--- config.mk ---
export PLATFORM = sky130hd
export DESIGN_NAME = control_r
export DESIGN_NICKNAME = d
export VERILOG_FILES = /design/src/rtl/control_r.sv
export SDC_FILE = /design/constraint.sdc
export NUM_CORES = 1
export LEC_CHECK = 0
export BUFFER_PORTS_ARGS = -buffer_cell sky130_fd_sc_hd__clkbuf_2
export CAP_MARGIN = 40
export CORE_MARGIN = 3
export CORE_UTILIZATION = 36
export CTS_CLUSTER_DIAMETER = 60
export DETAILED_ROUTE_END_ITERATION = 16
export HOLD_SLACK_MARGIN = 0.15
export PLACE_DENSITY = 0.77
export SETUP_SLACK_MARGIN = 0.4
export SLEW_MARGIN = 30
export SYNTH_ARGS = -nofsm -noshare
export SYNTH_HDL_FRONTEND = slang
export SYNTH_SLANG_ARGS = --single-unit
--- constraint.sdc ---
create_clock -name clk -period 1.1 [get_ports clk]
set_input_delay 0.11 -clock clk [delete_from_list [all_inputs] [get_ports clk]]
set_output_delay 0.11 -clock clk [all_outputs]
set_load 0.01 [all_outputs]
--- src/rtl/control_r.sv ---
// control_r: registered decoder for RV32I R-type (OP, opcode 0110011) instructions.
//
// Ports:
//   clk               system clock, rising-edge active
//   rst               synchronous active-high reset; clears every output register
//   instruction_word  32-bit instruction to decode
//   alu_ctrl          ALU operation select, {funct7[5], funct3} for supported encodings
//   reg_write         register-file write enable (asserted even when rd is x0)
//   rs1_addr          raw instruction_word[19:15]
//   rs2_addr          raw instruction_word[24:20]
//   rd_addr           raw instruction_word[11:7]
//   illegal           word is not a supported R-type encoding
//
// Outputs are registered, so results appear one cycle after the word is sampled.
module control_r (
  input  logic        clk,
  input  logic        rst,
  input  logic [31:0] instruction_word,
  output logic [3:0]  alu_ctrl,
  output logic        reg_write,
  output logic [4:0]  rs1_addr,
  output logic [4:0]  rs2_addr,
  output logic [4:0]  rd_addr,
  output logic        illegal
);

  localparam logic [6:0] OpcodeOp   = 7'b0110011;
  localparam logic [6:0] Funct7Base = 7'b0000000;
  localparam logic [6:0] Funct7Alt  = 7'b0100000;

  logic [6:0] opcode;
  logic [2:0] funct3;
  logic [6:0] funct7;

  assign opcode = instruction_word[6:0];
  assign funct3 = instruction_word[14:12];
  assign funct7 = instruction_word[31:25];

  logic       valid;
  logic [3:0] alu_ctrl_d;
  logic       reg_write_d;
  logic       illegal_d;

  always_comb begin
    valid       = 1'b0;
    alu_ctrl_d  = 4'b0000;
    reg_write_d = 1'b0;
    illegal_d   = 1'b1;

    if (opcode == OpcodeOp) begin
      if (funct7 == Funct7Base) begin
        valid = 1'b1;
      end else if (funct7 == Funct7Alt) begin
        // Only SUB (000) and SRA (101) use the alternate funct7.
        valid = (funct3 == 3'b000) || (funct3 == 3'b101);
      end
    end

    if (valid) begin
      alu_ctrl_d  = {funct7[5], funct3};
      reg_write_d = 1'b1;
      illegal_d   = 1'b0;
    end
  end

  always_ff @(posedge clk) begin
    if (rst) begin
      alu_ctrl  <= 4'b0000;
      reg_write <= 1'b0;
      illegal   <= 1'b0;
      rs1_addr  <= 5'd0;
      rs2_addr  <= 5'd0;
      rd_addr   <= 5'd0;
    end else begin
      alu_ctrl  <= alu_ctrl_d;
      reg_write <= reg_write_d;
      illegal   <= illegal_d;
      rs1_addr  <= instruction_word[19:15];
      rs2_addr  <= instruction_word[24:20];
      rd_addr   <= instruction_word[11:7];
    end
  end

endmodule

**After elaboration in Yosys (flattened, before gate mapping)**

Index checks and enable logic that the tools add are counted.

- Reduce and logical (&&, ||, !) cells: 4
- Muxes and demuxes: 5
- Bitwise logic cells: 1
- Eq/ne operators: 3

Operator list:

| operator | number |
|---|---|
| $eq 7x6->1 const B | 2 |
| $logic_not 7->1 | 1 |
| $mux 1 | 5 |
| $eq 3x3->1 const B | 1 |
| $logic_not 3->1 | 1 |
| $reduce_or 2->1 | 1 |
| $logic_or 1x1->1 | 1 |
| $not 1->1 | 1 |

- Bits of input ports: 34
- Bits in registers: 21
- Word-level logic and storage cells: 19

**Longest topological paths before layout**

Gate-level depths: netlist (run 1).

- Depth in word-level cells: 7
- Gate-level depth with buffers: 3

**Worst setup path before layout (run 1)**

OpenSTA, ideal clock, no wires.

- Kind: input to register
- Start: input port instruction_word[28]
- End: register alu_ctrl[0]
- Stages: 3
- Data arrival time: 0.857 ns
- Path buffers: 0
- Required time: 1.012 ns
- Setup slack: 0.155 ns
- Path through: nor4b_2 > nand4_2 > nor4b_2

- Word-level cells in the longest chain between the ends: 6
- Elaborated cells between the ends (all ways): 7
- Classes of those cells: eq/ne (1); mux (3); bitwise (1); reduce/logical (2)

RTL lines:

| item | RTL line | RTL |
|---|---|---|
| start, declared | 18 | `input logic [31:0] instruction_word,` |
| $eq 7x6->1 | 53 | `end else if (funct7 == Funct7Alt) begin` |
| $mux 1 | 53 |  |
| $mux 1 * | 51 | `if (funct7 == Funct7Base) begin` |
| $mux 1 * | 50 | `if (opcode == OpcodeOp) begin` |
| $not 1->1 (no line) * | - |  |
| $reduce_or 2->1 (no line) * | - |  |
| end signal, assigned | 75 | `alu_ctrl <= alu_ctrl_d;` |
| end, declared | 19 | `output logic [3:0] alu_ctrl,` |

Mark *: on every way between the ends. The rest lies on a longest branch, timed or not.
A chain may end at the register's enable or synchronous reset.

**Final worst setup path (run 1)**

- Start: register rs1_addr[1]
- End: output port rs1_addr[1]

RTL lines:

| item | RTL line | RTL |
|---|---|---|
| start, declared | 21 | `output logic [4:0] rs1_addr,` |
| start signal, assigned | 78 | `rs1_addr <= instruction_word[19:15];` |

No word-level cell between the ends.

==> impl_metrics.env, run 1 <==
export IMPL_die_height_um=48.8
export IMPL_worstHoldPathCells=2
export IMPL_critPathMaxStageDelay_ps=330
export IMPL_cap_violations=0
export IMPL_final_hold_viol_count=0
export IMPL_power_density_nw_per_um2=1130
export IMPL_arrival_ps=760
export IMPL_maxSlewViolCount=0
export IMPL_synth_warnings=0
export IMPL_critPathKind="flop to output pin"
export IMPL_wl_mm=1.82
export IMPL_grt_usage_pct=13.8
export IMPL_p_int_mw=1.08
export IMPL_cts_num_sinks=21
export IMPL_grt_antenna_before_repair=0
export IMPL_rows=14
export IMPL_diodes=0
export IMPL_final_setup_tns_ps=0
export IMPL_min_delay_start="instruction_word[30]"
export IMPL_slowest_stage="dfxtp_1"
export IMPL_antenna_left=0
export IMPL_seq_power_share_pct=57.3
export IMPL_synth_top_area_cell="dfxtp_1"
export IMPL_cts_root_buf="clkbuf_4"
export IMPL_cp_start_kind="flop"
export IMPL_worstMarginPinSlew_ps=441
export IMPL_critPathMaxFanout=1
export IMPL_min_to="alu_ctrl[1]"
export IMPL_synth_edff_count=0
export IMPL_netSwitchingPower_uw=329
export IMPL_post_route_drc_count=0
export IMPL_min_period_ps=870
export IMPL_cts_tree="built"
export IMPL_io_pins=55
export IMPL_min_path_type="primary input to flop"
export IMPL_synthSimpleGateAreaFrac_pct=31.1
export IMPL_synth_cells=51
export IMPL_p_sw_share_pct=23.4
export IMPL_place_congestion=0.655
export IMPL_synth_adder_area_share_pct=0
export IMPL_synth_top_family_by_area="simple AND/OR/NAND/NOR gates"
export IMPL_status="finished clean"
export IMPL_synth_fp_nets=85
export IMPL_yosys_most_used_dff="dfxtp_1"
export IMPL_stdcell_area_um2=1240
export IMPL_initialDrtViolationCount=3
export IMPL_synthArstFlopShare_pct=0
export IMPL_finalSetupViolCount=0
export IMPL_die_area_um2=2380
export IMPL_syn_area_um2=659
export IMPL_finalCritPeriodShare_pct=79.1
export IMPL_place_area_um2=961
export IMPL_dieWidth_um=48.8
export IMPL_hpwl_mm=1.04
export IMPL_nFillCells=115
export IMPL_core_area_um2=1610
export IMPL_post_cts_buffers=0
export IMPL_numCtsBuffers=3
export IMPL_p_comb_share_pct=16.6
export IMPL_synth_area_mux_share_pct=0
export IMPL_critical_path_top_delay_family="flip-flops"
export IMPL_syn_avg_cell_area_um2=12.9
export IMPL_ys_ff_latch=21
export IMPL_synthTopCellsByCount="21 x dfxtp_1, 15 x nor2b_1, 5 x nor4b_2"
export IMPL_yosys_area_top_type_share_pct=63.8
export IMPL_vias=623
export IMPL_htree_num_levels=1
export IMPL_layout_drive_gt1_share_pct=61.5
export IMPL_grt_pass1_vias=576
export IMPL_drt_first_pass_iters=4
export IMPL_cp_buffers_inverters=1
export IMPL_synth_xor_area_share_pct=1.33
export IMPL_relSlewSlack_pct=70.6
export IMPL_rsz0062_at_grt="yes"
export IMPL_holdWs_ps=4.59
export IMPL_synthToLayoutAreaGrowth_pct=88.8
export IMPL_wl_per_cell_um=12.5
export IMPL_leakage_nw=0.613
export IMPL_synthTopCellsByArea="dfxtp_1 64%, nor2b_1 14%, nor4b_2 11%, nand4_2 1.9%, and4b_1 1.5%"
export IMPL_fmax_mhz=1150
export IMPL_grt_max_degree=22
export IMPL_grt_pass1_wl_mm=2.60
export IMPL_holdBufCountCts=15
export IMPL_cp_cell_sequence="buf_2"
export IMPL_clk_pin_slew_worst_paths_ps=120
export IMPL_grt_overflow_total=0
export IMPL_viasPerCell=4.27
export IMPL_clkPwrFrac_pct=26.1
export IMPL_synth_most_common_cell="dfxtp_1"
export IMPL_end_kind="output pin"
export IMPL_vdd_drop_max_uv=876
export IMPL_critical_path_required_ps=990
export IMPL_ys_seq_area_share_pct=63.8
export IMPL_fin_nets=157
export IMPL_synth_cell_types=11
export IMPL_ctsLongestPathBuffers=2
export IMPL_synth_compound_gate_area_share_pct=2.66
export IMPL_place_port_buffers=54
export IMPL_start_util_pct=40.9
==> kinds of logic after synthesis <==
group,Yosys count
xor+xnor,1
compound gates,2
flops,21
buf+inv,2
simple gates,25
==> timing repair <==
item                                    in CTS  in global routing
pin swaps                                    0                  1
gates resized for setup                      4                 45
endpoints found under the setup margin      26                 28
hold endpoints to repair                    20                  5
==> power by group through the flow <==
stage / Sequential [mW] / Combinational, mW / Clock [mW]
after floorplan: 0.833 / 0.0484 / 0
after global placement: 0.815 / 0.156 / 0
after detailed placement: 0.816 / 0.159 / 0
after CTS: 0.799 / 0.205 / 0.374
after global routing: 0.809 / 0.251 / 0.400
final: 0.805 / 0.233 / 0.366
==> worst max-delay path by stage <==
| stage | from | end | slack [ps] | cells after the start |
|---|---|---|---|---|
| after floorplan | instruction_word[28] | illegal | 220 | 3 |
| after global placement | instruction_word[28] | illegal | 70 | 4 |
| after detailed placement | instruction_word[28] | alu_ctrl[2] | 30 | 4 |
| after CTS | rs1_addr[1] | rs1_addr[1] | 220 | 1 |
| after global routing | rs2_addr[3] | rs2_addr[3] | 200 | 1 |
| final | rs1_addr[1] | rs1_addr[1] | 230 | 1 |
==> routing by layer <==
metal	share of wire, %	global-route usage, %	vias to the layer above	wire, µm
li1	-	-	312	-
met1	31	13.1	287	568
met2	63	28.3	22	1150
met3	4.8	1.53	2	87
met4	1.3	7.11	0	23
met5	0	0	-	0
==> registers in the layout, summed over array words and instances, names as in the netlist <==
signal / count
rd_addr: 5
rs1_addr: 5
rs2_addr: 5
alu_ctrl: 4
illegal: 1
reg_write: 1
==> cell usage in the layout, fill, tap and decap left out, types with 2 or more instances in the layout <==
cell,Yosys,layout
clkbuf_2,0,31
nor2b_1,15,15
dlygate4sd3_1,0,13
buf_6,0,12
dfxtp_1,21,11
buf_2,0,11
dfxtp_2,0,10
nor4b_2,5,4
clkbuf_4,0,3
dlymetal6s4s_1,0,2
==> through the flow <==
step / util (%) / setup WS (ps) / total power, mW / cells
6_report: 77.3 / 230 / 1.40 / 146
2_1_floorplan: - / 218 / 0.882 / 51
3_5_place_dp: 59.6 / 26.4 / 0.975 / 127
4_1_cts: 71.7 / 219 / 1.38 / 146
3_3_place_gp: 59.6 / 66.5 / 0.972 / 127
5_1_grt: 77.3 / 201 / 1.46 / 146
==> final cells by class <==
class,instances,area (µm²),share of cell area (%)
timing repair buffer,69,500,40.2
sequential,21,433,34.8
multi-input combinational,28,254,20.4
tap,24,30.0,2.41
clock buffer,3,22.5,1.81
clock inverter,1,5.00,0.402
Note: power is estimated with default switching activity, not from simulation.
==> run 2: changes to the inputs <==
Settings changed: ABC_AREA from default to 1, CORE_UTILIZATION 36 to 33, PLACE_DENSITY 0.77 to 0.73.
Clock period 1.1 ns to 0.8 ns, I/O delays scaled along.
==> impl_metrics.env, run 2 <==
export IMPL_status="finished, violations left"
export IMPL_violations="negative hold slack, negative setup slack"
export IMPL_syn_area_um2=698
export IMPL_ctsLongestPathBuffers=2
export IMPL_final_setup_tns_ps=-198
export IMPL_stdcell_area_um2=1260
export IMPL_arrival_ps=740
export IMPL_finalCritPeriodShare_pct=103
export IMPL_grt_antenna_before_repair=0
export IMPL_relSlewSlack_pct=90.5
export IMPL_place_port_buffers=54
export IMPL_critical_path_required_ps=720
export IMPL_clkPwrFrac_pct=24.9
export IMPL_layout_commonest_cell="clkbuf_2"
export IMPL_total_power_mw=1.90
export IMPL_synth_fp_nets=117
export IMPL_ys_seq_area_share_pct=60.2
export IMPL_io_pins=55
export IMPL_power_density_nw_per_um2=1510
export IMPL_seqCellArea_um2=447
export IMPL_yosys_area_top_type_share_pct=60.2
export IMPL_synth_warnings=0
export IMPL_min_to="rs2_addr[2]"
export IMPL_cp_cell_sequence="buf_6"
export IMPL_layout_drive_gt1_share_pct=69.3
export IMPL_maxSlewViolCount=0
export IMPL_post_cts_buffers=0
export IMPL_start_util_pct=35.2
export IMPL_synthToLayoutAreaGrowth_pct=79.9
export IMPL_worstHoldPathCells=3
export IMPL_min_path_type="primary input to flop"
export IMPL_critPathMaxStageDelay_ps=340
export IMPL_dpl_cell_count=163
export IMPL_synth_edff_count=0
export IMPL_critPathKind="flop to output pin"
export IMPL_fin_cells=167
export IMPL_dieWidth_um=52.0
export IMPL_numCtsBuffers=3
export IMPL_dr_wl_met3_um=215
export IMPL_core_area_um2=1980
export IMPL_place_area_um2=1050
export IMPL_fin_nets=175
export IMPL_mostFrequentLayoutCells="30 x clkbuf_2, 23 x buf_6, 21 x dfxtp_2"
export IMPL_rsz0062_at_grt="yes"
export IMPL_synth_top_area_cell="dfxtp_1"
export IMPL_vdd_drop_max_uv=790
export IMPL_top_layer="met4"
export IMPL_synthArstFlopShare_pct=0
export IMPL_critPathMaxFanout=1
export IMPL_fmax_mhz=1210
export IMPL_cp_buffers_inverters=1
export IMPL_rows=16
export IMPL_yosys_most_used_dff="dfxtp_1"
export IMPL_grt_max_degree=16
export IMPL_hpwl_mm=1.21
export IMPL_end_kind="output pin"
export IMPL_seq_power_share_pct=58.7
export IMPL_viasPerCell=4.05
export IMPL_ys_ff_latch=21
export IMPL_synthTopCellsByArea="dfxtp_1 60%, inv_1 12%, nor2_1 12%, nand2_1 3.2%, nor2_4 3.2%"
export IMPL_cts_num_sinks=21
export IMPL_multi_input_area_um2=226
export IMPL_grt_pass1_wl_mm=2.26
export IMPL_wl_per_cell_um=9.15
export IMPL_synth_cells=83
export IMPL_cap_violations=0
export IMPL_grt_pass1_vias=606
export IMPL_netSwitchingPower_uw=441
export IMPL_drt_met1_wl_um=501
export IMPL_cts_tree="built"
export IMPL_p_sw_share_pct=23.2
export IMPL_wl_mm=1.53
export IMPL_cts_root_buf="clkbuf_4"
export IMPL_antenna_left=0
export IMPL_min_period_ps=824
export IMPL_place_congestion=0.641
export IMPL_die_height_um=52.0
export IMPL_slowest_stage="dfxtp_2"
export IMPL_vias=676
export IMPL_post_route_drc_count=0
export IMPL_die_area_um2=2700
export IMPL_p_comb_share_pct=16.4
export IMPL_final_hold_viol_count=16
export IMPL_synth_cell_types=11
export IMPL_drt_first_pass_iters=3
export IMPL_finalSetupViolCount=21
export IMPL_min_delay_start="instruction_word[22]"
export IMPL_holdWs_ps=-41.6
export IMPL_p_int_mw=1.46
export IMPL_largestRegisters="rd_addr x5, rs1_addr x5, rs2_addr x5"
export IMPL_initialDrtViolationCount=3
export IMPL_clk_pin_slew_worst_paths_ps=110
export IMPL_wl_met2_um=807
export IMPL_leakage_nw=0.679
export IMPL_cp_start_kind="flop"
export IMPL_worstMarginPinSlew_ps=142
export IMPL_critical_path_top_delay_family="flip-flops"
export IMPL_grt_usage_pct=11.3
export IMPL_syn_avg_cell_area_um2=8.41
export IMPL_setup_ws_ps=-23.8
export IMPL_nFillCells=164
export IMPL_synthTopCellsByCount="23 x inv_1, 23 x nor2_1, 21 x dfxtp_1"
export IMPL_grt_overflow_total=0
export IMPL_htree_num_levels=1
export IMPL_diodes=0
==> run 2: cell types whose count changed in the layout (fill, tap and decap cells not counted), sizes merged, moves of 2 or more <==
cell | previous run | this run
nor2b | 15 | 0
nor4b | 5 | 0
inv | 0 | 23
dlymetal6s4s | 2 | 0
dlygate4sd3 | 13 | 0
nand3 | 0 | 2
nor3 | 2 | 0
nand2 | 0 | 8
nor2 | 1 | 25
==> run 2: layer usage <==
layer,track usage (%),up-vias
met5,0,-
met4,5.24,0
met3,4.01,2
met2,20.9,42
met1,11.0,287
li1,-,345
==> run 2: worst max path at each step <==
stage                         startpoint  cells after the start           to
floorplan           instruction_word[25]                      5      illegal
global placement    instruction_word[25]                      6      illegal
detailed placement  instruction_word[25]                      6      illegal
CTS                              illegal                      1      illegal
global route                 alu_ctrl[3]                      1  alu_ctrl[3]
finish                       rs2_addr[1]                      1  rs2_addr[1]
==> run 2: cell type report <==
class                      instances  share of cell area, %
clock inverter                     1                  0.398
clock buffer                       3                   1.79
timing repair buffer              55                   34.3
sequential                        21                   35.6
tap                               27                   2.69
multi-input combinational         37                   18.0
inverter                          23                   7.27
==> run 2: repair_timing <==
action | 4_1_cts | 5_1_grt
endpoints found under the hold margin | 21 | 21
gates cloned | 0 | 0
pin swaps | 4 | 4
endpoints found under the setup margin | 27 | 27
resized for setup | 2 | 52
==> run 2: stage by stage <==
step / setup WS [ps] / util, %
final: -23.8 / 63.4
after global routing: -65.1 / 63.4
after CTS: -45.2 / 55.1
after detailed placement: -3.88 / 53.2
after global placement: -2.18 / 53.2
after floorplan: 143 / -
==> run 2: power by group through the flow <==
stage          Combinational (mW)  Sequential [mW]  Clock (mW)
2_1_floorplan              0.0901             1.15           0
5_1_grt                     0.344             1.12       0.553
6_report                    0.312             1.12       0.474
4_1_cts                     0.253             1.11       0.499
3_3_place_gp                0.241             1.13           0
3_5_place_dp                0.248             1.13           0
==> run 2: kinds of logic (layout without fill, tap and decap cells) <==
logic type             after synthesis  count (layout)  share of synthesized area [%]
buffers and inverters               25              82                           13.8
DFF                                 21              21                           60.2
and+or+nand+nor                     37              37                           26.0
